### src/rtl/dm_table_seq.sv
// ---------------------------------------------------------------------------
// dm_table_seq
//
// Table sequencer that sweeps one 16-entry bank of a small table living in
// the shared data memory. A clear operation writes Fill into every entry of
// the bank; a checksum operation reads every entry and accumulates a W-bit
// wrapping sum. The core always has priority on the data memory port, so
// the sweep simply stalls on any cycle where CoreReq is high.
//
// Table layout: bank b occupies addresses 72 + 16*b .. 87 + 16*b, and only
// banks 0 and 1 exist. A Start naming any other bank is rejected with a
// one-cycle Err pulse.
//
// Ports:
//   Clk       system clock, all state changes on the rising edge
//   Reset     synchronous active-high reset
//   Start     request an operation (only looked at while idle)
//   Op        0 = clear bank, 1 = checksum bank
//   Bank      bank select (0 or 1)
//   Fill      value written by a clear operation
//   CoreReq   core claims the data memory this cycle
//   DmRdData  data memory read data, combinational from DmAddr
//   DmSel     sequencer owns the data memory port this cycle
//   DmAddr    data memory address (0 whenever DmSel is low)
//   DmWrEn    data memory write enable
//   DmWrData  data memory write data
//   Busy      high for the whole sweep
//   Done      one-cycle pulse after the last access
//   Err       one-cycle pulse after a rejected Start
//   Sum       checksum result, held until the next accepted Start
// ---------------------------------------------------------------------------
module dm_table_seq #(
    parameter int W = 8
) (
    input  logic         Clk,
    input  logic         Reset,
    input  logic         Start,
    input  logic         Op,
    input  logic [W-1:0] Bank,
    input  logic [W-1:0] Fill,
    input  logic         CoreReq,
    input  logic [W-1:0] DmRdData,
    output logic         DmSel,
    output logic [9:0]   DmAddr,
    output logic         DmWrEn,
    output logic [W-1:0] DmWrData,
    output logic         Busy,
    output logic         Done,
    output logic         Err,
    output logic [W-1:0] Sum
);

    typedef enum logic [1:0] {
        IDLE,
        RUN,
        DONE
    } seqStateT;

    localparam logic [9:0] TABLE_BASE = 10'd72;
    localparam logic [3:0] LAST_IDX   = 4'd15;

    seqStateT     state;
    seqStateT     nextState;

    logic         opReg;
    logic         bankReg;
    logic [W-1:0] fillReg;
    logic [3:0]   idx;
    logic [W-1:0] sumReg;
    logic         errReg;

    logic         bankOk;
    logic         accept;
    logic         reject;
    logic         step;
    logic [9:0]   entryAddr;

    // Only banks 0 and 1 exist, so any set bit above bit 0 makes the
    // request illegal. The captured bank is therefore a single bit.
    assign bankOk = (Bank[W-1:1] == '0);

    // Entry address of the current sweep position: the bank bit lands on
    // address bit 4, which is exactly the 16-entry bank stride.
    assign entryAddr = TABLE_BASE + {5'd0, bankReg, 4'd0} + {6'd0, idx};

    assign Err = errReg;
    assign Sum = sumReg;

    // State register. Reset returns to IDLE regardless of Start, which also
    // aborts a sweep in progress before any further memory access.
    always_ff @(posedge Clk) begin
        if (Reset) begin
            state <= IDLE;
        end else begin
            state <= nextState;
        end
    end

    // Next-state and output decode. The memory port is driven only while
    // sweeping and the core is not claiming it; otherwise every port output
    // is forced to zero. The sweep ends on the access at the last index, so
    // the index never gets a chance to wrap into a seventeenth access.
    always_comb begin
        nextState = state;
        DmSel     = 1'b0;
        DmAddr    = '0;
        DmWrEn    = 1'b0;
        DmWrData  = '0;
        Busy      = 1'b0;
        Done      = 1'b0;
        accept    = 1'b0;
        reject    = 1'b0;
        step      = 1'b0;
        case (state)
            IDLE: begin
                if (Start) begin
                    if (bankOk) begin
                        accept    = 1'b1;
                        nextState = RUN;
                    end else begin
                        reject = 1'b1;
                    end
                end
            end
            RUN: begin
                Busy = 1'b1;
                if (!CoreReq) begin
                    step     = 1'b1;
                    DmSel    = 1'b1;
                    DmAddr   = entryAddr;
                    DmWrEn   = ~opReg;
                    DmWrData = opReg ? '0 : fillReg;
                    if (idx == LAST_IDX) begin
                        nextState = DONE;
                    end
                end
            end
            DONE: begin
                Done      = 1'b1;
                nextState = IDLE;
            end
            default: begin
                nextState = IDLE;
            end
        endcase
    end

    // Datapath registers. An accepted Start snapshots the request so later
    // changes on Op/Bank/Fill cannot disturb the sweep, and clears the index
    // and the running sum. Each granted access advances the index and, for a
    // checksum, folds the read data into the wrapping sum. A stall cycle
    // leaves everything untouched. The error flag is a registered copy of
    // the reject decision, which gives the one-cycle pulse after a bad Start.
    always_ff @(posedge Clk) begin
        if (Reset) begin
            opReg   <= 1'b0;
            bankReg <= 1'b0;
            fillReg <= '0;
            idx     <= '0;
            sumReg  <= '0;
            errReg  <= 1'b0;
        end else begin
            errReg <= reject;
            if (accept) begin
                opReg   <= Op;
                bankReg <= Bank[0];
                fillReg <= Fill;
                idx     <= '0;
                sumReg  <= '0;
            end else if (step) begin
                idx <= idx + 4'd1;
                if (opReg) begin
                    sumReg <= sumReg + DmRdData;
                end
            end
        end
    end

endmodule

### config.mk
export PLATFORM = sky130hd
export DESIGN_NAME = dm_table_seq
export DESIGN_NICKNAME = d
export VERILOG_FILES = /design/src/rtl/dm_table_seq.sv
export SDC_FILE = /design/constraint.sdc
export NUM_CORES = 1
export LEC_CHECK = 0
export CORE_UTILIZATION = 42
export DETAILED_ROUTE_END_ITERATION = 16
export PLACE_DENSITY = 0.87
export SLEW_MARGIN = 40
export SYNTH_ARGS = -nofsm -noshare
export SYNTH_HDL_FRONTEND = slang
export SYNTH_SLANG_ARGS = --single-unit
export TNS_END_PERCENT = 10
### constraint.sdc
create_clock -name Clk -period 2.8 [get_ports Clk]
set_clock_uncertainty 0.05 [all_clocks]
set_input_delay 0.84 -clock Clk [delete_from_list [all_inputs] [get_ports Clk]]
set_output_delay 0.84 -clock Clk [all_outputs]
set_load 0.01 [all_outputs]
==> metrics.cfg, run 1 <==
[synthesis]
syn_avg_cell_area_sq_um=9.65
synth_cell_types=46
syn_area_sq_um=1410
synth_edf_count=0
ys_top_cells_by_area=dfxtp_1 36%, ha_1 8.0%, a22o_1 6.2%
synth_async_sr_flop_share_pct=0
yosysTopAreaCellShare_pct=35.5
ys_seq_area_share_pct=35.5
yosysWarnings=0
yosysTopAreaCell=dfxtp_1
ys_ff_latch=25
syn_inst=146
synth_ff_type=dfxtp_1

[final_layout]
final_util_pct=66.2
area_growth_pct=47.0
stdcell_count=254
nets=250
fill_cells=270
drive_above_1_share_pct=13.8
diodes=0

[setup_path]
ff2ff_path_depth=7
crit_type=input port to primary output
critPathArrivalTime_ps=1870
crit_family=buffers and inverters
critPathMaxFanout=9
cp.depth=5
slowest_stage=dlygate4sd2_1
worstPathCellList=dlygate4sd2_1 > nor3_2 > buf_4 > and2_1 > dlygate4sd2_1
reg2reg_slack_ps=730
cp-end-kind=primary output
path_common_cell=dlygate4sd2_1
slowest_delay_ps=300
startpoint_type=input port
critPathRequiredTime_ps=1910
crit_buf_inv=3

[timing]
post-route-period-util_pct=98.5
worst_pin_slew_ps=507
fin_crit_ps=2760
setup_ws_ps=42.6
hold_viol=0
rsz0062_at_grt=no
max_freq_ghz=0.363
slew_violations=0
maxSlewHeadroom_pct=66.0
setup_viol=0

[grt]
gr-usage-all-layers_pct=19.4
grt_max_degree=15
grt_pass1_vias=1289
grt_pass1_wl_microns=5420
overflow=0
antenna_found_initial=0

[floorplanning]
dieArea_sq_um=3590
num_rows=20
start_util_pct=45.0
core_sq_um=3130
die_h_microns=59.9
die_w_microns=59.9
pin_count=60

[cts]
clock_sinks=25
htree_levels=1
cts_root_buf=clkbuf_4
cts_tree=done
clk_path_buf_depth=2
cts_made_buffers=3
hold_buffers=0
cts.clk_slew.worst_paths_ps=140
clkLatencyLatePin_ps=320
post-cts-setup-buffer-count=0

[placement]
place_inst=250
portBuffers=56
hpwl_microns=2690
pre_cts_ws_ps=-465
gp_congestion=0.780

[power]
powerDensity_nw_per_um2=292
p_leak_nw=0.905
ir_drop_uv=199

[drt]
vias=1319
drtPass1Iterations=4
drc=0
via_per_inst=5.19
routed_wl_microns=3380
wl_per_cell_microns=13.3
ant_nets=0
first_iter_violations=32

[worst_hold_path]
hold_depth=2
worstHoldPathType=flip-flop to flip-flop

[run]
cap_violations=0

[run_status]
outcome=finished clean

-- layer usage --
layer	global-route usage, %	wire [microns]	vias up
li1	-	-	662
met1	23.4	1510	600
met2	34.8	1640	53
met3	4.11	198	4
met4	4.98	32	0
met5	0	0	-
-- cells in the mapped netlist, types with 3 or more instances --
library cell	instances
a21oi_1	9
nand2_1	11
a22o_1	10
dfxtp_1	25
buf_4	4
o21bai_1	3
and2_1	13
nor3_1	3
a21o_1	3
nor2_1	7
buf_2	3
ha_1	9
-- worst register-to-register path, cell delays in order, from the launching register on --
cell and delay (ps):
dfxtp_1 350, ha_1 210, fa_1 450, a211oi_2 240, o21bai_1 130, a21oi_2 190, nor4_2 50, a311o_1 310
-- placed cells by master (no fill, tap or decap), types with 2 or more instances in the layout --
| cell type | n |
|---|---|
| nand2_1 | 11 |
| dfxtp_1 | 25 |
| and4_1 | 2 |
| nor2b_1 | 2 |
| xnor2_1 | 2 |
| clkdlybuf4s50_1 | 38 |
| nor2_1 | 7 |
| o21bai_1 | 3 |
| nor3_1 | 3 |
| buf_4 | 10 |
| a21o_1 | 3 |
| a211oi_2 | 2 |
| mux2i_1 | 2 |
| and2_1 | 13 |
| a211o_1 | 2 |
| a311o_1 | 2 |
| xor2_1 | 2 |
| ha_1 | 9 |
| conb_1 | 3 |
| dlygate4sd2_1 | 11 |
| nor3_2 | 2 |
| nand2b_1 | 2 |
| o21ai_0 | 2 |
| clkdlybuf4s15_1 | 4 |
| a22o_1 | 10 |
| clkbuf_4 | 3 |
| a21oi_1 | 8 |
| clkbuf_2 | 2 |
| o211ai_1 | 2 |
-- stage by stage --
| stage | total power, mW | hold WS, ps | instance area (sq um) | setup TNS (ps) |
|---|---|---|---|---|
| final | 0.604 | 435 | 2070 | 0 |
| after global routing | 0.631 | 461 | 2070 | 0 |
| after CTS | 0.604 | 437 | 2070 | 0 |
| after detailed placement | 0.447 | 413 | 2050 | -6880 |
| after global placement | 0.445 | 404 | 2050 | -6190 |
| after floorplan | 0.396 | 390 | 1420 | 0 |
-- timing repair --
item                                    in CTS  in global routing
endpoints found under the setup margin      18                  8
resized for setup                           19                 10
pin swaps                                    1                  1
endpoints found under the hold margin        0                  0
-- registers in the layout, indices dropped and copies added, names as in the netlist --
name and cells:
Err 1, state 2, opReg 1, bankReg 1
idx 4, fillReg 8, Sum 8
-- report_power, final --
group / internal [mW] / leakage (nW) / total (mW) / switching (mW)
Combinational: 0.0504 / 0.686 / 0.0827 / 0.0322
Sequential: 0.357 / 0.202 / 0.357 / 0.000457
Clock: 0.0536 / 0.0177 / 0.164 / 0.110
-- path summary, 6_finish.rpt --
check	from	end
worst max-delay path	CoreReq	DmWrData[0]
worst min-delay path	Sum[7]	Sum[7]
worst max register to register	Sum[0]	Sum[6]
worst min register to register	Sum[7]	Sum[7]
-- cell type report --
| class | count | area (sq um) | area share, % |
|---|---|---|---|
| Timing Repair Buffer | 66 | 614 | 29.7 |
| Sequential cell | 25 | 500 | 24.2 |
| Clock buffer | 3 | 22.5 | 1.09 |
| Multi-Input combinational cell | 114 | 870 | 42.0 |
| Inverter | 1 | 3.75 | 0.181 |
| Clock inverter | 1 | 5.00 | 0.242 |
| Tap cell | 44 | 55.1 | 2.66 |
-- cell families (layout without fill, tap and decap cells) --
kind of cell / count (synthesis) / count (layout) / synth area share, %
and+or+nand+nor: 54 / 54 / 24.3
AOI/OAI and AO/OA: 41 / 41 / 22.3
DFF: 25 / 25 / 35.5
adders and majority gates: 10 / 10 / 9.41
buffers and inverters: 9 / 71 / 4.26
xor gates and xnor gates: 4 / 4 / 2.49
muxes: 2 / 2 / 1.42
other: 1 / 3 / 0.266
(Power assumes the default switching activity.)
==> run 2: changes to the inputs <==
- CORE_MARGIN: default -> 2
- TNS_END_PERCENT: 10 -> 5
==> run 2 against run 1 <==
Against the previous run:
- via count down 2.2%
- die area is 6.8% higher
- power down 1.4%
- register-to-register slack improved by 20 ps
- worst setup slack better by 100 ps
- final cell count grew 2.4%
- core utilization down 2.5 points
- fmax rose by 3.9%
- wire length is 7.7% lower
- critical path type is now input port to flip-flop
- critical endpoint is now Sum[6]
==> metrics.cfg, run 2 (synthesized netlist as in run 1, its figures left out) <==
[cts]
cts.clk_slew.worst_paths_ps=130  ; was 140 ps
cts_root_buf=clkbuf_4  ; unchanged
hold_buffers=0  ; unchanged
clk_path_buf_depth=2  ; unchanged
cts_made_buffers=3  ; unchanged
htree_levels=1  ; unchanged
clock_sinks=25  ; unchanged
cts_tree=done  ; unchanged
clkLatencyLatePin_ps=310  ; was 320 ps

[setup_path]
critPathRequiredTime_ps=2960  ; was 1910 ps
cp-end-kind=flip-flop  ; was primary output
slowest_delay_ps=410  ; was 300 ps
reg2reg_slack_ps=750  ; was 730 ps
rr_endpoint=Sum[6]  ; unchanged
critPathArrivalTime_ps=2820  ; was 1870 ps
startpoint_type=input port  ; unchanged
critPathMaxFanout=2  ; was 9
ff2ff_path_depth=7  ; unchanged
crit_type=input port to flip-flop  ; was input port to primary output
worstPathCellList=clkdlybuf4s50_1 > ha_1 > fa_1 > a211oi_2 > o21bai_1 > a21oi_2 > nor4_2 > a311o_1  ; was dlygate4sd2_1 > nor3_2 > buf_4 > and2_1 > dlygate4sd2_1
r2r_start=Sum[0]  ; unchanged
slowest_stage=fa_1  ; was dlygate4sd2_1

[drt]
first_iter_violations=52  ; was 32
ant_nets=0  ; unchanged
drc=0  ; unchanged
routed_wl_microns=3120  ; was 3380 microns
wl_per_cell_microns=12.0  ; was 13.3 microns
drtPass1Iterations=4  ; unchanged
via_per_inst=4.96  ; was 5.19
vias=1290  ; was 1,319

[grt]
grt_max_degree=14  ; was 15
antenna_found_initial=0  ; unchanged
grt_pass1_vias=1144  ; was 1,289
grt_pass1_wl_microns=4890  ; was 5420 microns
gr-usage-all-layers_pct=17.0  ; was 19.4%
overflow=0  ; unchanged

[floorplanning]
dieArea_sq_um=3830  ; was 3590 sq um
num_rows=21  ; was 20
die_w_microns=61.9  ; was 59.9 microns
pin_count=60  ; unchanged
die_h_microns=61.9  ; was 59.9 microns
start_util_pct=42.9  ; was 45.0%
core_sq_um=3280  ; was 3130 sq um

[timing]
post-route-period-util_pct=94.8  ; was 98.5%
setup_ws_ps=145  ; was 42.6 ps
rsz0062_at_grt=no  ; unchanged
hold_viol=0  ; unchanged
tns_ps=0  ; unchanged
setup_viol=0  ; unchanged
slew_violations=0  ; unchanged
fin_crit_ps=2660  ; was 2760 ps
max_freq_ghz=0.377  ; was 0.363 GHz

[placement]
hpwl_microns=2420  ; was 2690 microns
portBuffers=56  ; unchanged
pre_cts_ws_ps=-446  ; was -465 ps
gp_congestion=0.750  ; was 0.780

[run]
cap_violations=0  ; unchanged

[power]
ir_drop_uv=190  ; was 199 uV
p_leak_nw=0.922  ; was 0.905 nW
powerDensity_nw_per_um2=285  ; was 292 nW/um^2

[worst_hold_path]
hold_depth=2  ; unchanged
min-delay-start=Sum[3]  ; was Sum[7]
min_to=Sum[3]  ; was Sum[7]
worstHoldPathType=flip-flop to flip-flop  ; unchanged

[final_layout]
nets=254  ; was 250
diodes=0  ; unchanged
area_growth_pct=48.6  ; was 47.0%
final_cell_mix=38 x clkdlybuf4s50_1, 25 x dfxtp_1, 14 x buf_4, 13 x and2_1, 11 x nand2_1  ; was 38 x clkdlybuf4s50_1, 25 x dfxtp_1, 13 x and2_1, 11 x nand2_1, 11 x dlygate4sd2_1
final_common_cell=clkdlybuf4s50_1  ; unchanged
drive_above_1_share_pct=15.9  ; was 13.8%

[run_status]
outcome=finished clean  ; unchanged

==> run 2: cell count changes in the layout (fill, tap and decap cells not counted) <==
cell             previous run  this run
buf_4                      10        14
clkbuf_1                    0         1
clkbuf_2                    2         4
clkdlybuf4s15_1             4         3
clkinv_2                    1         0
dlygate4sd2_1              11        10
==> run 2: area by class of cell <==
cell class	instances	area [sq um]
clock buffer	4	26.3
fill	283	1190
inverter	1	3.75
multi-input combinational	114	870
sequential	25	500
tap	46	57.6
timing repair buffer	70	636
==> run 2: metrics by stage <==
stage                     util [%]  area (sq um)  total power, mW  std cells  hold slack [ps]
after floorplan                  -          1420            0.396        148              390
after global placement        63.0          2070            0.445        254              409
final                         63.7          2090            0.596        260              437
after detailed placement      63.0          2070            0.447        254              407
after global routing          63.7          2090            0.623        260              459
after CTS                     63.3          2080            0.603        258              441
==> run 2: worst max path at each step <==
stage                     start           to  slack, ps  depth (start not counted)
floorplan           DmRdData[0]       Sum[6]        220                          7
global placement        CoreReq  DmWrData[4]       -430                          5
detailed placement      CoreReq  DmWrData[1]       -450                          5
CTS                     CoreReq    DmAddr[6]       -110                          4
global route        DmRdData[0]       Sum[6]         50                          8
finish              DmRdData[0]       Sum[6]        140                          8
==> run 2: critical path: cells and delay by family <==
| family | cells | cell delay [ps] |
|---|---|---|
| fa+ha+maj | 2 | 630 |
| compound gates | 4 | 890 |
| simple gates | 1 | 50 |
| buf+inv | 1 | 400 |
==> run 2: layer usage <==
layer  global-route usage [%]  wire, microns  vias up
li1                         -              -      673
met1                     21.7           1410      580
met2                     29.3           1540       35
met3                     2.90            164        2
met4                     5.47             12        0
met5                        0              0        -
==> run 2: power by group <==
part,internal (mW),switching (mW),total (mW)
sequential,0.357,0.000568,0.357
clock,0.0556,0.101,0.157
combinational,0.0503,0.0314,0.0816
==> run 2: timing repair <==
item | 4_1_cts | 5_1_grt
pin swaps | 0 | 1
setup buffers | 0 | 2
gates resized for setup | 18 | 14
gates cloned | 0 | 0
endpoints found under the setup margin | 17 | 10
